File: src/rtl/unidade_busca.sv
// Fetch sequencer: owns the PC, latches instructions into ir, waits for exec_done, then steps or branches; stops on HALT_OPCODE.
// Two cycles minimum per instruction (FETCH+EXEC); datapath stalls by holding exec_done low. Optional macro: FIM_MEMORIA_HALT_EN.
module unidade_busca #(
  parameter int                    ADDR_W      = 8,
  parameter int                    INSTR_W     = 8,
  parameter int                    OPCODE_W    = 4,
  parameter logic [OPCODE_W-1:0]   HALT_OPCODE = 4'b1111,
  parameter int                    CNT_W       = 16
) (
  input  logic               clk,
  input  logic               rst_n,
  input  logic               start,
  output logic [ADDR_W-1:0]  endereco,
  input  logic [INSTR_W-1:0] instrucao,
  output logic [INSTR_W-1:0] ir,
  output logic               ir_valido,
  input  logic               exec_done,
  input  logic               desvio_en,
  input  logic [ADDR_W-1:0]  desvio_alvo,
  output logic               halted,
  output logic               erro_fim,
  output logic [CNT_W-1:0]   contagem_instr
);

`ifdef FIM_MEMORIA_HALT_EN
  localparam bit FIM_HALT = 1'b1;
`else
  localparam bit FIM_HALT = 1'b0;
`endif

  localparam logic [ADDR_W-1:0] PC_ULTIMO = '1;
  localparam logic [CNT_W-1:0]  CNT_MAX   = '1;

  typedef enum logic [1:0] {IDLE, FETCH, EXEC, HALT} estado_t;

  estado_t              state_q, state_d;
  logic [ADDR_W-1:0]    pc_q, pc_d;
  logic [INSTR_W-1:0]   ir_q, ir_d;
  logic                 ir_valido_q, ir_valido_d;
  logic                 halted_q, halted_d;
  logic                 erro_fim_q, erro_fim_d;
  logic [CNT_W-1:0]     cnt_q, cnt_d;

  logic [OPCODE_W-1:0]  opcode;
  logic [CNT_W-1:0]     cnt_sat;

  assign opcode  = instrucao[INSTR_W-1 -: OPCODE_W];
  assign cnt_sat = (cnt_q == CNT_MAX) ? cnt_q : cnt_q + CNT_W'(1);

  always_comb begin
    state_d     = state_q;
    pc_d        = pc_q;
    ir_d        = ir_q;
    ir_valido_d = 1'b0;
    halted_d    = halted_q;
    erro_fim_d  = erro_fim_q;
    cnt_d       = cnt_q;
    case (state_q)
      IDLE: begin
        if (start) begin
          pc_d    = '0;
          state_d = FETCH;
        end
      end
      FETCH: begin
        ir_d = instrucao;
        if (opcode == HALT_OPCODE) begin
          state_d  = HALT;
          halted_d = 1'b1;
        end else begin
          state_d     = EXEC;
          ir_valido_d = 1'b1;
        end
      end
      EXEC: begin
        if (exec_done) begin
          cnt_d   = cnt_sat;
          state_d = FETCH;
          if (desvio_en) begin
            pc_d = desvio_alvo;
          end else if (FIM_HALT && (pc_q == PC_ULTIMO)) begin
            // Running off the end of memory stops instead of wrapping; PC stays on the last address.
            state_d    = HALT;
            halted_d   = 1'b1;
            erro_fim_d = 1'b1;
          end else begin
            pc_d = pc_q + ADDR_W'(1);
          end
        end
      end
      HALT: begin
        if (start) begin
          pc_d       = '0;
          halted_d   = 1'b0;
          erro_fim_d = 1'b0;
          cnt_d      = '0;
          state_d    = FETCH;
        end
      end
      default: state_d = IDLE;
    endcase
  end

  always_ff @(posedge clk or negedge rst_n) begin
    if (!rst_n) begin
      state_q     <= IDLE;
      pc_q        <= '0;
      ir_q        <= '0;
      ir_valido_q <= 1'b0;
      halted_q    <= 1'b0;
      erro_fim_q  <= 1'b0;
      cnt_q       <= '0;
    end else begin
      state_q     <= state_d;
      pc_q        <= pc_d;
      ir_q        <= ir_d;
      ir_valido_q <= ir_valido_d;
      halted_q    <= halted_d;
      erro_fim_q  <= erro_fim_d;
      cnt_q       <= cnt_d;
    end
  end

  assign endereco       = pc_q;
  assign ir             = ir_q;
  assign ir_valido      = ir_valido_q;
  assign halted         = halted_q;
  assign erro_fim       = erro_fim_q;
  assign contagem_instr = cnt_q;

endmodule

File: config.mk
export PLATFORM = sky130hd
export DESIGN_NAME = unidade_busca
export DESIGN_NICKNAME = d
export VERILOG_FILES = /design/src/rtl/unidade_busca.sv
export SDC_FILE = /design/constraint.sdc
export NUM_CORES = 1
export LEC_CHECK = 0
export CAP_MARGIN = 15
export CORE_MARGIN = 5
export CORE_UTILIZATION = 35
export DETAILED_ROUTE_END_ITERATION = 8
export PLACE_DENSITY = 0.72
export SETUP_SLACK_MARGIN = 0.15
export SLEW_MARGIN = 0
export SYNTH_ARGS = -nofsm -noshare
export SYNTH_HDL_FRONTEND = slang
export SYNTH_SLANG_ARGS = --single-unit
export TNS_END_PERCENT = 50
File: constraint.sdc
create_clock -name clk -period 1.8 [get_ports clk]
set_clock_uncertainty 0.05 [all_clocks]
set_input_delay 0.54 -clock clk [delete_from_list [all_inputs] [get_ports clk]]
set_output_delay 0.54 -clock clk [all_outputs]
set_load 0.03 [all_outputs]
After elaboration in Yosys (flattened, before gate mapping)
Index checks and enable logic that the tools add are counted.
{"block": "op_classes", "n_mul": 0, "add_sub_neg": 2, "div_mod_pow": 0, "bitwise_logic": 0, "reduce_logical": 9, "n_lt_le_gt_ge": 0, "n_shift": 0, "eq_ne": 10, "n_mux": 17}
{"cell": "$mux W16", "count": 3}
{"cell": "$pmux W16 S2", "count": 1}
{"cell": "$mux W8", "count": 3}
{"cell": "$add A16 B1 Y16 const B", "count": 1}
{"cell": "$eq A16 B16 Y1 const B", "count": 1}
{"cell": "$pmux W8 S2", "count": 1}
{"cell": "$add A8 B1 Y8 const B", "count": 1}
{"cell": "$ne A2 B2 Y1 const B", "count": 4}
{"cell": "$pmux W2 S3", "count": 1}
{"cell": "$reduce_and A3 Y1", "count": 2}
{"cell": "$reduce_bool A2 Y1", "count": 3}
{"cell": "$mux W1", "count": 5}
{"cell": "$eq A2 B2 Y1 const B", "count": 2}
{"cell": "$eq A4 B4 Y1 const B", "count": 1}
{"cell": "$mux W2", "count": 2}
{"cell": "$reduce_and A4 Y1", "count": 1}
{"cell": "$eq A2 B1 Y1 const B", "count": 1}
{"cell": "$logic_not A2 Y1", "count": 1}
{"cell": "$ne A2 B1 Y1 const B", "count": 1}
{"cell": "$pmux W1 S2", "count": 1}
{"cell": "$reduce_and A2 Y1", "count": 1}
{"cell": "$reduce_or A2 Y1", "count": 1}
{"block": "totals", "inputBits": 21, "rom_bits": 0, "ramBits": 0, "regBits": 36, "mem_count": 0, "wordCells": 44, "latchBits": 0, "output_inout_bits": 35}

Logic depth before layout (Yosys ltp)
Gate-level depths: netlist (run 1).
{"block": "logic_depth", "word_depth": 4, "ltp_mapped": 8, "ltp_nobuf": 7}

Worst setup path before layout (run 1)
Ideal clock, no wire load.
{"block": "synth_path", "kind": "register to register", "start": "register cnt_q[0] (netlist: contagem_instr[0])", "end": "register cnt_q[0] (netlist: contagem_instr[0])", "setup_slack_ps": -92, "n_path_buf": 1, "path_stages_with_launch": 8, "setup_ps": 118, "required_ps": 1632, "t_arrival_ps": 1723, "synth_period_minus_slack_ps": 1892, "cell_sequence": "dfrtp_1 > ha_1 > nand3_1 > nor2_2 > a41o_1 > buf_6 > nor3_1 > a21o_1"}
{"block": "synth_between", "elab_chain_cells": 4, "elab_cells_between_ends": 7, "cone_classes": "add/sub: 1; eq/ne: 2; mux: 3; reduce/logical: 1"}
{"item": "start: declaration", "line_no": "42", "rtl": "logic [CNT_W-1:0] cnt_q, cnt_d;"}
{"item": "start signal: assignment", "line_no": "120", "rtl": "cnt_q <= cnt_d;"}
{"item": "$add A16 B1 Y16", "line_no": "48", "rtl": "assign cnt_sat = (cnt_q == CNT_MAX) ? cnt_q : cnt_q + CNT_W'(1);"}
{"item": "$mux W16", "line_no": "48"}
{"item": "$mux W16", "line_no": "76", "rtl": "if (exec_done) begin"}
{"item": "$pmux W16 S2", "line_no": "58", "rtl": "case (state_q)"}
Parallel ways exist; a longest one is shown, timed or not. The select of a mux whose other input is x is not followed.
A chain may end at the register's enable or synchronous reset.

Worst setup path in the final report (run 1)
{"block": "layout_path", "start": "register state_q[1]", "end": "register cnt_q[6] (netlist: contagem_instr[6])"}
{"block": "layout_between", "elab_chain_cells": 3, "elab_cells_between_ends": 8, "cone_classes": "eq/ne: 5; mux: 1; reduce/logical: 2"}
{"item": "start: declaration", "line_no": "36", "rtl": "estado_t state_q, state_d;"}
{"item": "start signal: assignment", "line_no": "114", "rtl": "state_q <= state_d;"}
{"item": "$eq A2 B2 Y1", "line_no": "58"}
{"item": "$ne A2 B2 Y1 (no source line) / $reduce_bool A2 Y1 (equally long branches)"}
{"item": "$reduce_and A4 Y1 (no source line)"}
Parallel ways exist; a longest one is shown, timed or not.

==> flow_summary_export.csv, run 1 <==
group,metric,value,unit
run_status,run_status,"finished, final reports clean",
global_routing,antenna_found_initial,0,
drt,highest_layer,"met4",
clock_network,clk_path_buf_depth,2,
yosys,synth_edf_count,0,
yosys,synth_seq_cells,36,
sta,final-hold-violation-count,0,
critical_path,crit_buf_inv,1,
clock_network,h-tree-depth,2,
sta,slew_violations,0,
drt,drt_iter0_drc,63,
critical_path,crit_chain,"ha_4 > nand2b_4 > o211ai_1 > a41o_2 > buf_4 > a21o_1",
yosys,yosys-top-cells-area,"dfrtp_1, o21ai_0, mux2_2",
yosys,synthTopCellsByCount,"dfrtp_1, o21ai_0, nand2_1, a21oi_1, nor2_1",
floorplanning,initial_utilization,35.5,%
pwr,power_density,1820,nW/um^2
floorplanning,die_h,84.1,um
drt,wirelength,5020,um
sta,period_minus_slack,1740,ps
sta,setup-tns-final,0,ps
clock_network,cts_tree,"done",
sta,setup_viol,0,
floorplanning,rows,27,
clock_network,cts_buffers,5,
sta,fin_hold_ws,91.7,ps
critical_path,cp-end-kind,"flip-flop",
critical_path,worstSetupPathType,"flip-flop to flip-flop",
global_routing,grt_max_degree,22,
clock_network,cts.sinks,36,
yosys,synth.most_common_cell,"dfrtp_1",
drt,routed_via_density,5.15,
final_layout,antenna_cells,0,
drt,vias,1850,
critical_path,cp_num_cells,6,
critical_path,cp_top_family,"compound AO/OA/AOI/OAI gates",
global_routing,grt_use_total,14.2,%
critical_path,reg2regPathDepth,6,
pwr,ir_worst_vdd,0.00105,V
critical_path,critPathArrivalTime,1870,ps
critical_path,path_max_fanout,6,
drt,met2_length,2430,um
critical_path,crit_required,1930,ps
yosys,syn_nets,232,
placement,io_buffer_count,54,
drt,drc_errors,0,
yosys,synth.avg_cell_area,9.32,sq um
drt,wl_met1,2270,um
yosys,synth_top_area_share,46.9,%
yosys,async_flop_share,100,%
floorplanning,die_w,84.1,um
yosys,yosys_most_used_dff,"dfrtp_1",
critical_path,crit_path_max_incr_delay,460,ps
drt,first_pass_iters,4,
final_layout,drive_above_1_share,41.1,%
yosys,syn_inst,206,
hold_path,hold_class,"input port to asynchronous set/reset pin",
final_layout,area_growth,55.8,%
yosys,ys_types,39,
critical_path,crit_slowest_cell,"dfrtp_2",
yosys,synth_warnings,0,
floorplanning,design.core.area,5410,sq um
critical_path,startpoint_type,"flip-flop",
clock_network,ctsHoldBuffers,0,
clock_network,clockRootBuffer,"clkbuf_8",
yosys,synth_top_cell_by_area,"dfrtp_1",
final_layout,layout.nets,312,
clock_network,clk_pin_slew_worst_paths,80,ps
drt,wl_per_cell,14.0,um
floorplanning,die_area,7060,sq um
global_routing,grt_pass1_wl,8270,um
drt,ant_nets,0,
global_routing,grt_pass1_vias,1836,
drt,wl_met3,234,um
yosys,syn-cell-area,1920,sq um
sta,rsz0062_at_grt,"true",
floorplanning,pin_count,56,
job,max-cap-violations,0,
sta,fin_crit_sh,96.8,%
placement,gp_congestion,0.777,
clock_network,insertion_delay,290,ps
placement,dp.final_hpwl,3470,um
sta,timing.fmax,574,MHz
global_routing,grt_overflow_total,0,
yosys,ys_seq_area_share,46.9,%
pwr,leakagePower,1.33,nW
==> layer usage <==
metal  up-vias  GRT usage, %
met5         -             0
met4         0          5.26
met3         8          3.85
met2        44          23.5
met1       895          17.7
li1        903             -
==> flip-flops by register name (all words and copies together), names as in the netlist <==
signal,cells
state_q,2
halted,1
contagem_instr,16
ir_valido,1
ir,8
endereco,8
==> through the flow <==
step | util (%) | total power [mW] | cell area, sq um | setup slack, ps | instances
final | 55.3 | 5.45 | 2990 | 58.4 | 359
after CTS | 54.1 | 5.10 | 2920 | -65.2 | 355
after detailed placement | 50.4 | 4.12 | 2720 | -370 | 347
after global routing | 55.3 | 5.81 | 2990 | -29.3 | 359
after global placement | 50.4 | 4.06 | 2720 | -337 | 347
after floorplan | - | 3.02 | 1960 | 76.3 | 206
==> worst paths after layout <==
path | end | slack (ps) | start
min in group clk | ir[1] | 460 | ir[1]
worst min-delay path | contagem_instr[8] | 90 | rst_n
worst max-delay path | contagem_instr[6] | 60 | state_q[1]
worst min register to register | ir[1] | 460 | ir[1]
worst max register to register | contagem_instr[6] | 60 | state_q[1]
max in group asynchronous | state_q[1] | 1100 | rst_n
==> cells by family (layout without fill, tap and decap cells) <==
group | count (synthesis) | in the layout | share of synthesized area [%]
compound gates | 56 | 56 | 16.8
fa+ha+maj | 5 | 5 | 3.26
buf+inv | 15 | 96 | 3.98
flops | 36 | 36 | 46.9
mux | 16 | 16 | 8.93
other cells | 1 | 1 | 0.195
simple gates | 77 | 77 | 19.9
==> cell type report <==
cell class | count | area, sq um
clock buffers | 5 | 68.8
clock inverters | 3 | 90.1
fillers | 493 | 2410
inverters | 4 | 15.0
multi-input cells | 155 | 1110
flip-flops and latches | 36 | 916
well taps | 72 | 90.1
repair buffers | 84 | 699
==> cells in the final DEF, fill, tap and decap left out, drive strengths merged <==
| cell | synthesis | layout |
|---|---|---|
| nor4 | 3 | 3 |
| clkbuf | 6 | 15 |
| a22oi | 1 | 1 |
| conb | 1 | 1 |
| o21ba | 1 | 1 |
| nor3b | 1 | 1 |
| nand2b | 3 | 3 |
| dfrtp | 36 | 36 |
| a21o | 2 | 2 |
| or2 | 2 | 2 |
| nand3 | 8 | 8 |
| inv | 4 | 4 |
| and2 | 2 | 2 |
| mux2 | 9 | 9 |
| nor2b | 2 | 2 |
| o211ai | 2 | 2 |
| buf | 5 | 40 |
| a31oi | 2 | 2 |
| and3 | 2 | 2 |
| dlymetal6s2s | 0 | 2 |
| a41o | 1 | 1 |
| clkdlybuf4s50 | 0 | 17 |
| or4 | 1 | 1 |
| nor3 | 8 | 8 |
| and4 | 2 | 2 |
| ha | 5 | 5 |
| o31ai | 1 | 1 |
| nand4 | 4 | 4 |
| mux2i | 7 | 7 |
| nor2 | 14 | 14 |
| nand2 | 25 | 25 |
| bufinv | 0 | 3 |
| o21ai | 29 | 29 |
| dlygate4sd2 | 0 | 1 |
| clkdlybuf4s15 | 0 | 14 |
| a21oi | 13 | 13 |
| a22o | 1 | 1 |
| o41ai | 3 | 3 |
==> timing repair <==
item | CTS | global route
cloned | 0 | 1
setup endpoints to repair | 55 | 46
pin swaps | 5 | 7
resized for setup | 83 | 78
setup buffers | 0 | 3
==> where the power goes <==
| part | total (mW) | switching (mW) | internal, mW |
|---|---|---|---|
| registers | 1.37 | 0.265 | 1.11 |
| clock network | 1.01 | 0.316 | 0.693 |
| logic | 3.07 | 1.74 | 1.33 |
No activity file was read; power rests on OpenSTA's default activity.
==> run 2, diff against run 1 <==
--- a/config.mk
+++ b/config.mk
@@ -9,7 +9,7 @@
 export CORE_MARGIN = 5
 export CORE_UTILIZATION = 35
 export DETAILED_ROUTE_END_ITERATION = 8
-export PLACE_DENSITY = 0.72
+export PLACE_DENSITY = 0.64
 export SETUP_SLACK_MARGIN = 0.15
 export SLEW_MARGIN = 0
 export SYNTH_ARGS = -nofsm -noshare
==> flow_summary_export.csv, run 2 (synthesized netlist as in run 1, its figures left out) <==
group,metric,value,unit
final_layout,final_core_util,53.2,%
floorplanning,initial_utilization,35.5,%
critical_path,r2r-end,"contagem_instr[10]",
clock_network,insertion_delay,290,ps
drt,wl_met1,2240,um
clock_network,cts.sinks,36,
critical_path,cp-end-kind,"flip-flop",
final_layout,final_cell_mix,"dfrtp_1, nand2_1, buf_4",
global_routing,antenna_found_initial,0,
floorplanning,die_h,84.1,um
drt,wl_per_cell,13.8,um
floorplanning,die_area,7060,sq um
drt,wl_met3,213,um
sta,setup_viol,0,
critical_path,cp_top_family,"compound AO/OA/AOI/OAI gates",
floorplanning,die_w,84.1,um
critical_path,critPathArrivalTime,1880,ps
critical_path,path_max_fanout,4,
final_layout,largest_reg_flops,16,
critical_path,crit_chain,"ha_2 > nand2b_4 > o211ai_1 > a41o_2 > buf_6 > o41ai_2",
placement,io_buffer_count,54,
clock_network,cts_buffers,5,
clock_network,cts_tree,"done",
clock_network,clk_pin_slew_worst_paths,80,ps
critical_path,rrSetupSlack,60,ps
critical_path,crit_path_max_incr_delay,440,ps
final_layout,antenna_cells,0,
drt,vias,1820,
global_routing,grt_pass1_vias,1716,
clock_network,h-tree-depth,2,
placement,gp_congestion,0.783,
run_status,run_status,"finished, final reports clean",
global_routing,grt_pass1_wl,7930,um
drt,drc_errors,0,
sta,timing.fmax,574,MHz
drt,drt_iter0_drc,66,
global_routing,grt_max_degree,37,
pwr,clkPwrFrac,12.4,%
final_layout,final_cell_area,2870,sq um
hold_path,hold_class,"input port to asynchronous set/reset pin",
critical_path,crit_slowest_cell,"dfrtp_1",
drt,met2_length,2420,um
critical_path,crit_buf_inv,1,
placement,place_area,2720,sq um
final_layout,drive_above_1_share,40.4,%
pwr,ir_worst_vdd,0.000799,V
pwr,power_density,1720,nW/um^2
sta,fin_hold_ws,232,ps
final_layout,area_growth,49.7,%
sta,fin_crit_sh,96.7,%
critical_path,worstSetupPathType,"flip-flop to flip-flop",
floorplanning,design.core.area,5410,sq um
global_routing,grt_overflow_total,0,
drt,ant_nets,0,
final_layout,layout.nets,310,
global_routing,grt_use_total,13.7,%
critical_path,startpoint_type,"flip-flop",
placement,dp.final_hpwl,3390,um
drt,routed_via_density,5.10,
sta,final-hold-violation-count,0,
drt,first_pass_iters,4,
critical_path,crit_required,1930,ps
pwr,leakagePower,1.28,nW
clock_network,ctsHoldBuffers,0,
floorplanning,rows,27,
clock_network,clockRootBuffer,"clkbuf_8",
sta,period_minus_slack,1740,ps
pwr,internal_power,2.69,mW
final_layout,fillers,532,
drt,highest_layer,"met4",
final_layout,final_common_cell,"dfrtp_1",
drt,wirelength,4940,um
pwr,p_switching,2.25,mW
floorplanning,pin_count,56,
sta,rsz0062_at_grt,"true",
pwr,p_seq_share,27.6,%
job,max-cap-violations,0,
clock_network,clk_path_buf_depth,2,
pwr,switching_share,45.6,%
sta,slew_violations,0,
critical_path,reg2regPathDepth,6,
critical_path,r2r-start,"state_q[1]",
pwr,comb_power_share,60.0,%
==> run 2: power by group through the flow <==
stage	sequential (mW)	clock [mW]	combinational, mW
4_1_cts	1.35	0.639	2.75
5_1_grt	1.42	0.673	3.21
6_report	1.37	0.613	2.97
3_3_place_gp	1.35	0	2.72
2_1_floorplan	1.82	0	1.20
3_5_place_dp	1.36	0	2.76
==> run 2: worst reg2reg max path, cell delays in order, from the launching register on <==
cell and delay, ps:
dfrtp_1 440, ha_2 230, nand2b_4 70, o211ai_1 140, a41o_2 320, buf_6 140, o41ai_2 260
==> run 2: how the worst max path moves through the flow <==
stage	cells past startpoint	startpoint	to
4_1_cts	6	start	contagem_instr[6]
3_3_place_gp	6	exec_done	contagem_instr[6]
2_1_floorplan	7	contagem_instr[8]	contagem_instr[10]
5_1_grt	6	state_q[1]	contagem_instr[10]
6_report	6	state_q[1]	contagem_instr[10]
3_5_place_dp	6	exec_done	contagem_instr[6]
==> run 2: timing repair <==
item / 4_1_cts / 5_1_grt
gates resized for setup: 93 / 71
pin swaps: 7 / 5
setup buffers: 0 / 1
cloned: 0 / 1
setup endpoints to repair: 54 / 44
==> run 2: per-stage QoR <==
stage | total power, mW | setup slack [ps] | setup TNS (ps) | cells
global placement | 4.08 | -353 | -5710 | 347
detailed placement | 4.12 | -387 | -6380 | 347
global route | 5.30 | -47.4 | -84.8 | 357
CTS | 4.74 | -54.5 | -80.2 | 355
finish | 4.94 | 59.0 | 0 | 357
floorplan | 3.02 | 76.3 | 0 | 206
==> run 2: final cells by class <==
| class | count | area, sq um | area share, % |
|---|---|---|---|
| Tap cell | 72 | 90.1 | 3.13 |
| Clock buffer | 7 | 86.3 | 3.00 |
| Sequential cell | 36 | 912 | 31.7 |
| Inverter | 4 | 15.0 | 0.522 |
| Multi-Input combinational cell | 155 | 1080 | 37.7 |
| Clock inverter | 1 | 7.51 | 0.261 |
| Timing Repair Buffer | 82 | 679 | 23.6 |
==> run 2: routing by layer <==
layer  global-route usage (%)  up-vias
met3                     4.54        6
met4                     4.82        0
met1                     16.5      874
met2                     22.8       38
met5                        0        -
li1                         -      902
